[src/rtl/imm_encoder_pkg.sv]
// Shared constants and types for the immediate encoder.
// ImmSrc codes match the datapath extender.
package imm_encoder_pkg;

  localparam int DW = 32;
  localparam int FW = 24;

  localparam logic [1:0] IMM_SRC_8  = 2'b00;
  localparam logic [1:0] IMM_SRC_12 = 2'b01;
  localparam logic [1:0] IMM_SRC_BR = 2'b10;
  localparam logic [1:0] KIND_AUTO  = 2'b11;

  typedef enum logic [1:0] {
    IDLE = 2'd0,
    TRY  = 2'd1,
    RESP = 2'd2
  } state_t;

  function automatic logic [FW-1:0] cand_field(
    input logic [DW-1:0] v,
    input logic [1:0]    src
  );
    logic [FW-1:0] f;
    f = '0;
    unique case (src)
      IMM_SRC_8:  f = {16'b0, v[7:0]};
      IMM_SRC_12: f = {12'b0, v[11:0]};
      IMM_SRC_BR: f = v[25:2];
      default:    f = '0;
    endcase
    return f;
  endfunction

endpackage

[src/rtl/imm_encoder_if.sv]
// Request/response handshake bundle for the immediate encoder.
// master = requester, slave = encoder.
interface imm_encoder_if;
  import imm_encoder_pkg::*;

  logic          req_valid;
  logic          req_ready;
  logic [DW-1:0] req_value;
  logic [1:0]    req_kind;
  logic          rsp_valid;
  logic          rsp_ready;
  logic [FW-1:0] rsp_field;
  logic [1:0]    rsp_imm_src;
  logic          rsp_ok;

  modport master (
    output req_valid,
    output req_value,
    output req_kind,
    output rsp_ready,
    input  req_ready,
    input  rsp_valid,
    input  rsp_field,
    input  rsp_imm_src,
    input  rsp_ok
  );

  modport slave (
    input  req_valid,
    input  req_value,
    input  req_kind,
    input  rsp_ready,
    output req_ready,
    output rsp_valid,
    output rsp_field,
    output rsp_imm_src,
    output rsp_ok
  );

endinterface

[src/rtl/imm_expand.sv]
// Combinational field + ImmSrc re-expansion.
// Bit-for-bit copy of the datapath extender.
module imm_expand
  import imm_encoder_pkg::*;
(
  input  logic [FW-1:0] f,
  input  logic [1:0]    src,
  output logic [DW-1:0] y
);

  always_comb begin
    y = '0;
    unique case (src)
      IMM_SRC_8:  y = {24'b0, f[7:0]};
      IMM_SRC_12: y = {20'b0, f[11:0]};
      IMM_SRC_BR: y = {6'b0, f[23:0], 2'b00};
      default:    y = '0;
    endcase
  end

endmodule

[src/rtl/imm_encoder.sv]
// Immediate encoder: finds field/ImmSrc that re-expand to a constant.
// Each candidate is proven by round-trip through imm_expand.
module imm_encoder
  import imm_encoder_pkg::*;
(
  input  logic          clk,
  input  logic          reset_n,
  imm_encoder_if.slave  bus
);

  state_t        state_q, state_d;
  logic [DW-1:0] value_q, value_d;
  logic [1:0]    kind_q, kind_d;
  logic [1:0]    cand_q, cand_d;
  logic [FW-1:0] field_q, field_d;
  logic [1:0]    src_q, src_d;
  logic          ok_q, ok_d;

  logic [FW-1:0] try_field;
  logic [DW-1:0] try_exp;
  logic          try_hit;

  assign try_field = cand_field(value_q, cand_q);

  imm_expand u_expand (
    .f   (try_field),
    .src (cand_q),
    .y   (try_exp)
  );

  assign try_hit = (try_exp == value_q);

  always_ff @(posedge clk) begin
    if (!reset_n) begin
      state_q <= IDLE;
      value_q <= '0;
      kind_q  <= '0;
      cand_q  <= '0;
      field_q <= '0;
      src_q   <= '0;
      ok_q    <= 1'b0;
    end else begin
      state_q <= state_d;
      value_q <= value_d;
      kind_q  <= kind_d;
      cand_q  <= cand_d;
      field_q <= field_d;
      src_q   <= src_d;
      ok_q    <= ok_d;
    end
  end

  always_comb begin
    state_d = state_q;
    value_d = value_q;
    kind_d  = kind_q;
    cand_d  = cand_q;
    field_d = field_q;
    src_d   = src_q;
    ok_d    = ok_q;
    unique case (state_q)
      IDLE: begin
        if (bus.req_valid) begin
          state_d = TRY;
          value_d = bus.req_value;
          kind_d  = bus.req_kind;
          cand_d  = (bus.req_kind == KIND_AUTO)
                  ? IMM_SRC_8 : bus.req_kind;
        end
      end
      TRY: begin
        if (try_hit) begin
          state_d = RESP;
          ok_d    = 1'b1;
          field_d = try_field;
          src_d   = cand_q;
        end else if (kind_q == KIND_AUTO &&
                     cand_q != IMM_SRC_BR) begin
          cand_d  = cand_q + 2'd1;
        end else begin
          state_d = RESP;
          ok_d    = 1'b0;
          field_d = '0;
          src_d   = cand_q;
        end
      end
      RESP: begin
        if (bus.rsp_ready) state_d = IDLE;
      end
      default: state_d = IDLE;
    endcase
  end

  assign bus.req_ready   = (state_q == IDLE);
  assign bus.rsp_valid   = (state_q == RESP);
  assign bus.rsp_field   = field_q;
  assign bus.rsp_imm_src = src_q;
  assign bus.rsp_ok      = ok_q;

endmodule

[src/flat_wrapper.sv]
// flat-port wrapper written by rule: the top's interface ports become plain ports
module imm_encoder_flat import imm_encoder_pkg::*;
  (clk, reset_n, bus_req_valid, bus_req_value, bus_req_kind, bus_rsp_ready, bus_req_ready, bus_rsp_valid, bus_rsp_field, bus_rsp_imm_src, bus_rsp_ok);
  imm_encoder_if bus_i ();
  input  logic clk;
  input  logic reset_n;
  input wire logic [$bits(bus_i.req_valid)-1:0] bus_req_valid;
  input wire logic [$bits(bus_i.req_value)-1:0] bus_req_value;
  input wire logic [$bits(bus_i.req_kind)-1:0] bus_req_kind;
  input wire logic [$bits(bus_i.rsp_ready)-1:0] bus_rsp_ready;
  output wire logic [$bits(bus_i.req_ready)-1:0] bus_req_ready;
  output wire logic [$bits(bus_i.rsp_valid)-1:0] bus_rsp_valid;
  output wire logic [$bits(bus_i.rsp_field)-1:0] bus_rsp_field;
  output wire logic [$bits(bus_i.rsp_imm_src)-1:0] bus_rsp_imm_src;
  output wire logic [$bits(bus_i.rsp_ok)-1:0] bus_rsp_ok;
  assign bus_i.req_valid = bus_req_valid;
  assign bus_i.req_value = bus_req_value;
  assign bus_i.req_kind = bus_req_kind;
  assign bus_i.rsp_ready = bus_rsp_ready;
  assign bus_req_ready = bus_i.req_ready;
  assign bus_rsp_valid = bus_i.rsp_valid;
  assign bus_rsp_field = bus_i.rsp_field;
  assign bus_rsp_imm_src = bus_i.rsp_imm_src;
  assign bus_rsp_ok = bus_i.rsp_ok;
  imm_encoder u_core (.clk(clk), .reset_n(reset_n), .bus(bus_i));
endmodule
[config.mk]
export PLATFORM = sky130hd
export DESIGN_NAME = imm_encoder_flat
export DESIGN_NICKNAME = d
export VERILOG_FILES = /design/src/rtl/imm_encoder_pkg.sv /design/src/rtl/imm_encoder_if.sv /design/src/rtl/imm_expand.sv /design/src/rtl/imm_encoder.sv /design/src/flat_wrapper.sv
export SDC_FILE = /design/constraint.sdc
export NUM_CORES = 1
export LEC_CHECK = 0
export CAP_MARGIN = 25
export CELL_PAD_IN_SITES_DETAIL_PLACEMENT = 0
export CELL_PAD_IN_SITES_GLOBAL_PLACEMENT = 1
export CORE_MARGIN = 5
export CORE_UTILIZATION = 38
export CTS_CLUSTER_DIAMETER = 120
export CTS_CLUSTER_SIZE = 30
export DETAILED_ROUTE_END_ITERATION = 10
export GPL_TIMING_DRIVEN = 0
export PLACE_DENSITY_LB_ADDON = 0.1
export SLEW_MARGIN = 20
export SYNTH_ARGS = -nofsm -noshare
export SYNTH_HDL_FRONTEND = slang
export SYNTH_HIERARCHICAL = 1
export SYNTH_SLANG_ARGS = --single-unit
[constraint.sdc]
create_clock -name clk -period 4.65 [get_ports clk]
set_input_delay 0.465 -clock clk [delete_from_list [all_inputs] [get_ports clk]]
set_output_delay 0.465 -clock clk [all_outputs]
set_load 0.005 [all_outputs]
-- Word level (Yosys, flattened, before mapping)
Cells that the tools add are included.
- output and inout bits: 29
- input port bits: 38
- register bits after elaboration: 65
- reduce and logical (&&, ||, !) cells: 8
- mux-type cells: 18
- add/sub/neg operators: 1
- equal/unequal tests: 14
- operators by type and width (operator ; number):
    $pmux W26 S3 ; 1
    $pmux W24 S3 ; 1
    $mux W24 ; 2
    $eq A26 B32 Y1 ; 1
    $mux W2 ; 10
    $eq A2 B2 Y1 const B ; 4
    $ne A2 B2 Y1 const B ; 4
    $pmux W2 S3 ; 1
    $eq A2 B1 Y1 const B ; 2
    $logic_not A2 Y1 ; 2
    $ne A2 B1 Y1 const B ; 2
    $pmux W2 S2 ; 1
    $reduce_and A2 Y1 ; 2
    $reduce_and A4 Y1 ; 1
    $ne A3 B2 Y1 const B ; 1
    $reduce_and A3 Y1 ; 1
    $add A2 B1 Y2 const B ; 1
    $mux W1 ; 2
    $reduce_bool A2 Y1 ; 1
    $logic_and A1 B1 Y1 ; 1

-- Logic depth before layout (Yosys ltp)
- depth after elaboration: 6
- mapped depth: 15
- mapped depth without buffers: 12

-- Hierarchy
Netlist, hierarchy kept.
- modules (own cells, without submodules) (module ; cells each ; area each (µm²) ; instances ; sequential area each (µm²)):
    imm_encoder ; 353 ; 2952.8 ; 1 ; 1301.2
    imm_expand ; 38 ; 275.3 ; 1 ; 0.0

-- Least setup slack after synthesis
Ideal clock, no wire load.
- path type: reg2reg
- start: register u_core.cand_q[1]
- end: register u_core.field_q[4] (netlist: u_core/bus.rsp_field[4])
- setup time: 117 ps
- clock period less this slack: 3371 ps
- path slack: 1279 ps
- buffers on the path: 3
- data required time: 4533 ps
- stages on the path, launching flop included: 16
- data arrival time: 3253 ps
- cell sequence: dfxtp_1 inv_1 ha_1 or2_2 clkbuf_1 a22oi_1 nor2_1 a22o_1 xor2_1 nor4_1 nand4_1 or3_1 buf_2 a21o_1 buf_6 a32o_1
- longest elaborated chain between the ends: 6
- ends and longest elaborated chain (what ; RTL line ; source):
    from (decl) ; imm_encoder.sv:14 ; logic [1:0] cand_q, cand_d;
    from (signal assigned) ; imm_encoder.sv:46 ; cand_q <= cand_d;
    $eq A2 B2 Y1, or another cell as far along ; imm_encoder_pkg.sv:25 ; unique case (src)
    $pmux W24 S3 (*) ; imm_encoder_pkg.sv:25 ;
    named net u_core.try_field[2] ; imm_encoder.sv:19 ; logic [FW-1:0] try_field;
    $pmux W26 S3 (*) ; imm_expand.sv:13 ; unique case (src)
    named net u_core.try_exp[2] ; imm_encoder.sv:20 ; logic [DW-1:0] try_exp;
    $eq A26 B32 Y1 (*) ; imm_encoder.sv:31 ; assign try_hit = (try_exp == value_q);
    $ne A2 B1 Y1 (no source line) ; n/a ;
    $reduce_and A2 Y1 (no source line) ; n/a ;
    to (signal assigned) ; imm_encoder.sv:47 ; field_q <= field_d;
    to (decl) ; imm_encoder.sv:15 ; logic [FW-1:0] field_q, field_d;
Mark *: on every way through the listed nets, which the timed path passes. The rest lies on a longest branch.
A chain may end at the register's enable or synchronous reset.

-- Final worst setup path
- start: register u_core.cand_q[1]
- end: register u_core.field_q[20] (netlist: u_core/bus.rsp_field[20])
The elaborated chain is that of the path after synthesis.

==> impl_metrics.csv <==
group,metric,value,unit
status,outcome,"completed",
timing,maxSlewHeadroom,0.376,
hold_path,hold_depth,2,
finish,drive_gt1_frac,0.0755,
logic_synthesis,syn_inst,391,
logic_synthesis,yosys.area.top_type,"dfxtp_1",
clock_tree,cts.hold.buffers_added,0,
worst_setup_path,endpoint_kind,"flop",
floorplanning,fp-row-count,33,
run,maxCapViolCount,0,
logic_synthesis,synth_cell_types,36,
finish,area_growth,31.2,%
timing,final.setup.tns,0,ns
finish,fin_nets,514,
timing,final.setup_skew,0.00847,ns
placed_design,placed_cell_area,4030,sq um
drt,vias,2914,
worst_setup_path,required,4.92,ns
power_and_ir_drop,switching_share,0.271,
power_and_ir_drop,power.density,299,nW/um^2
logic_synthesis,syn_area_per_cell,8.26,sq um
timing,tightestPinTransition,0.927,ns
placed_design,place_hpwl,6590,um
finish,layout_commonest_cell,"nand2_1",
clock_tree,postCtsSetupBuffers,0,
power_and_ir_drop,p_leak,0.00171,uW
worst_setup_path,start_kind,"flop",
floorplanning,start_util,0.391,
power_and_ir_drop,pwr-share-seq,0.476,
drt,drt_wl_total,8610,um
timing,setup_viol,0,
drt,routed_via_density,5.01,
clock_tree,cts_made_buffers,9,
logic_synthesis,netlist_top_cells_area,"dfxtp_1 40%, nand2_1 10%, xor2_1 8.7%",
worst_setup_path,crit_arrival,4.50,ns
clock_tree,cts.repair.resized,0,
clock_tree,cts_sinks,65,
floorplanning,fp.dieW,102,um
placed_design,place.gp.congestion,0.786,
logic_synthesis,syn-cell-area,3230,sq um
clock_tree,htree_levels,3,
global_route,grt_pass1_wl,14000,um
timing,timing.hold.ws,0.456,ns
logic_synthesis,yosys_warnings,6,
placed_design,io_buffers,65,
timing,timing.fmax,0.236,GHz
power_and_ir_drop,clkPwrFrac,0.385,
timing,rsz0062_at_grt,"false",
logic_synthesis,synth_top_area_frac,0.403,
clock_tree,insertion_delay,0.34,ns
clock_tree,root_buffer,"clkbuf_8",
floorplanning,core-area,8260,sq um
placed_design,pre_cts_ws,0.368,ns
worst_setup_path,cp_slowest_stage_delay,0.81,ns
worst_setup_path,worstSetupPathType,"flop to flop",
floorplanning,dieArea,10400,sq um
drt,drc,0,
global_route,antenna_found_initial,0,
drt,ant_nets,0,
finish,final_cell_mix,"88 x nand2_1, 65 x clkdlybuf4s50_1, 65 x dfxtp_1",
clock_tree,tritoncts,"built",
clock_tree,clockBufferDepth,2,
worst_setup_path,path_cells,"ha_1 -> clkbuf_1 -> clkbuf_1 -> clkbuf_1 -> and2_1 -> and2_1 -> xor2_1 -> nor4_1 -> nand2_1 -> nor4_1 -> and2_1 -> buf_2 -> o2bb2ai_1",
global_route,grt_max_degree,13,
power_and_ir_drop,combPwrFrac,0.140,
finish,finalInstanceArea,4230,sq um
global_route,grt_use_total,0.172,
worst_setup_path,r2r_cells,13,
drt,first_iter_violations,105,
drt,wl_per_cell,14.8,um
floorplanning,ioPinCount,67,
power_and_ir_drop,fin_total_pwr,1260,uW
timing,finalCriticalPeriod,4.23,ns
floorplanning,die_h,102,um
timing,min_period_over_period,0.909,
finish,antennaDiodeCount,0,
global_route,grt-ovfl-total,0,
worst_setup_path,critPathMaxFanout,10,
power_and_ir_drop,p_sw,343,uW
clock_tree,clkTransAtPathRegs,0.08,ns
global_route,grt_pass1_vias,2814,
logic_synthesis,ys_ff_latch,65,
drt,drtPass1Iterations,4,
timing,slew_violations,0,
power_and_ir_drop,p_int,922,uW
timing,hold_viol,0,
power_and_ir_drop,vdd_drop_max,0.186,mV
worst_setup_path,slowest_stage,"nor4_1",
logic_synthesis,synth-seq-area-share,0.403,
timing,setup_slack,0.421,ns
hold_path,hp-class,"flop to flop",
==> cell type report <==
class | instances | area [sq um]
Timing Repair Buffer | 65 | 651
Sequential cell | 65 | 1300
Fill cell | 855 | 4020
Inverter | 5 | 18.8
Clock inverter | 6 | 67.6
Clock buffer | 10 | 138
Tap cell | 105 | 131
Buffer | 32 | 165
Multi-Input combinational cell | 294 | 1760
==> worst paths after layout <==
check,slack [ns],start,end
max reg2reg,0.42,u_core/cand_q[1]$_SDFFE_PN0P_,u_core/bus.rsp_field[20]$_SDFFE_PN0P_
max,0.42,u_core/cand_q[1]$_SDFFE_PN0P_,u_core/bus.rsp_field[20]$_SDFFE_PN0P_
min reg2reg,0.46,u_core/kind_q[1]$_SDFFE_PN0P_,u_core/kind_q[1]$_SDFFE_PN0P_
min,0.46,u_core/kind_q[1]$_SDFFE_PN0P_,u_core/kind_q[1]$_SDFFE_PN0P_
==> cells in the mapped netlist <==
cell type / number
or2_2: 3
a22o_1: 10
inv_1: 4
dfxtp_1: 65
and2_1: 28
buf_4: 7
o22ai_1: 1
buf_6: 2
a21o_1: 1
inv_2: 1
nand2b_1: 3
conb_1: 1
ha_1: 4
and2b_4: 1
o2bb2ai_1: 13
a32oi_1: 1
buf_2: 3
o21ai_0: 2
a21oi_1: 37
a32o_1: 12
nor2_1: 17
nand2_1: 88
o221a_2: 1
a31o_2: 1
xor2_1: 32
clkbuf_1: 20
o21a_1: 1
nor2b_1: 4
or3_1: 1
a22oi_1: 12
nor4_1: 9
mux2i_1: 2
a21oi_2: 1
nand3_1: 1
o31ai_1: 1
nand4_1: 1
==> worst max-delay path: cells and delay by family, from the launching register on <==
family                     cells  cell delay (ns)
adders and majority gates      1             0.21
buffers and inverters          4             1.30
DFF                            1             0.53
and+or+nand+nor                6             1.92
AOI/OAI and AO/OA              1             0.14
xor gates and xnor gates       1             0.06
==> flip-flops by register name (all words and copies together) (netlist names) <==
register,flops
u_core/value_q,32
u_core/bus.rsp_imm_src,2
u_core/cand_q,2
u_core/state_q,2
u_core/kind_q,2
u_core/bus.rsp_ok,1
u_core/bus.rsp_field,24
==> through the flow <==
stage | std cells | utilization
floorplan | 396 | -
finish | 582 | 0.513
global route | 582 | 0.513
detailed placement | 566 | 0.488
CTS | 582 | 0.513
global placement | 566 | 0.488
==> power groups by stage <==
stage          logic (uW)  registers (uW)  clock network (uW)
2_1_floorplan         109             607                   0
3_3_place_gp          176             613                   0
3_5_place_dp          178             614                   0
4_1_cts               179             601                 503
5_1_grt               198             604                 529
6_report              177             601                 487
==> cell families (layout without fill, tap and decap cells) <==
kind of cell | count (synthesis) | in the layout | share of synthesized area
AO/OA/AOI/OAI | 94 | 94 | 0.209
XOR/XNOR | 32 | 32 | 0.0868
flip-flops | 65 | 65 | 0.403
multiplexers | 2 | 2 | 0.00620
AND/OR/NAND/NOR | 156 | 156 | 0.222
buffers and inverters | 37 | 118 | 0.0570
other | 1 | 6 | 0.00116
adder cells (fa/ha/maj) | 4 | 4 | 0.0155
==> per-layer routing <==
| layer | vias up | part of all wire | global-route usage |
|---|---|---|---|
| met4 | 0 | 0.018 | 0.0656 |
| met1 | 1340 | 0.48 | 0.226 |
| li1 | 1494 | - | - |
| met3 | 17 | 0.048 | 0.0375 |
| met2 | 63 | 0.46 | 0.278 |
| met5 | - | 0 | 0 |
(Power assumes the default switching activity.)
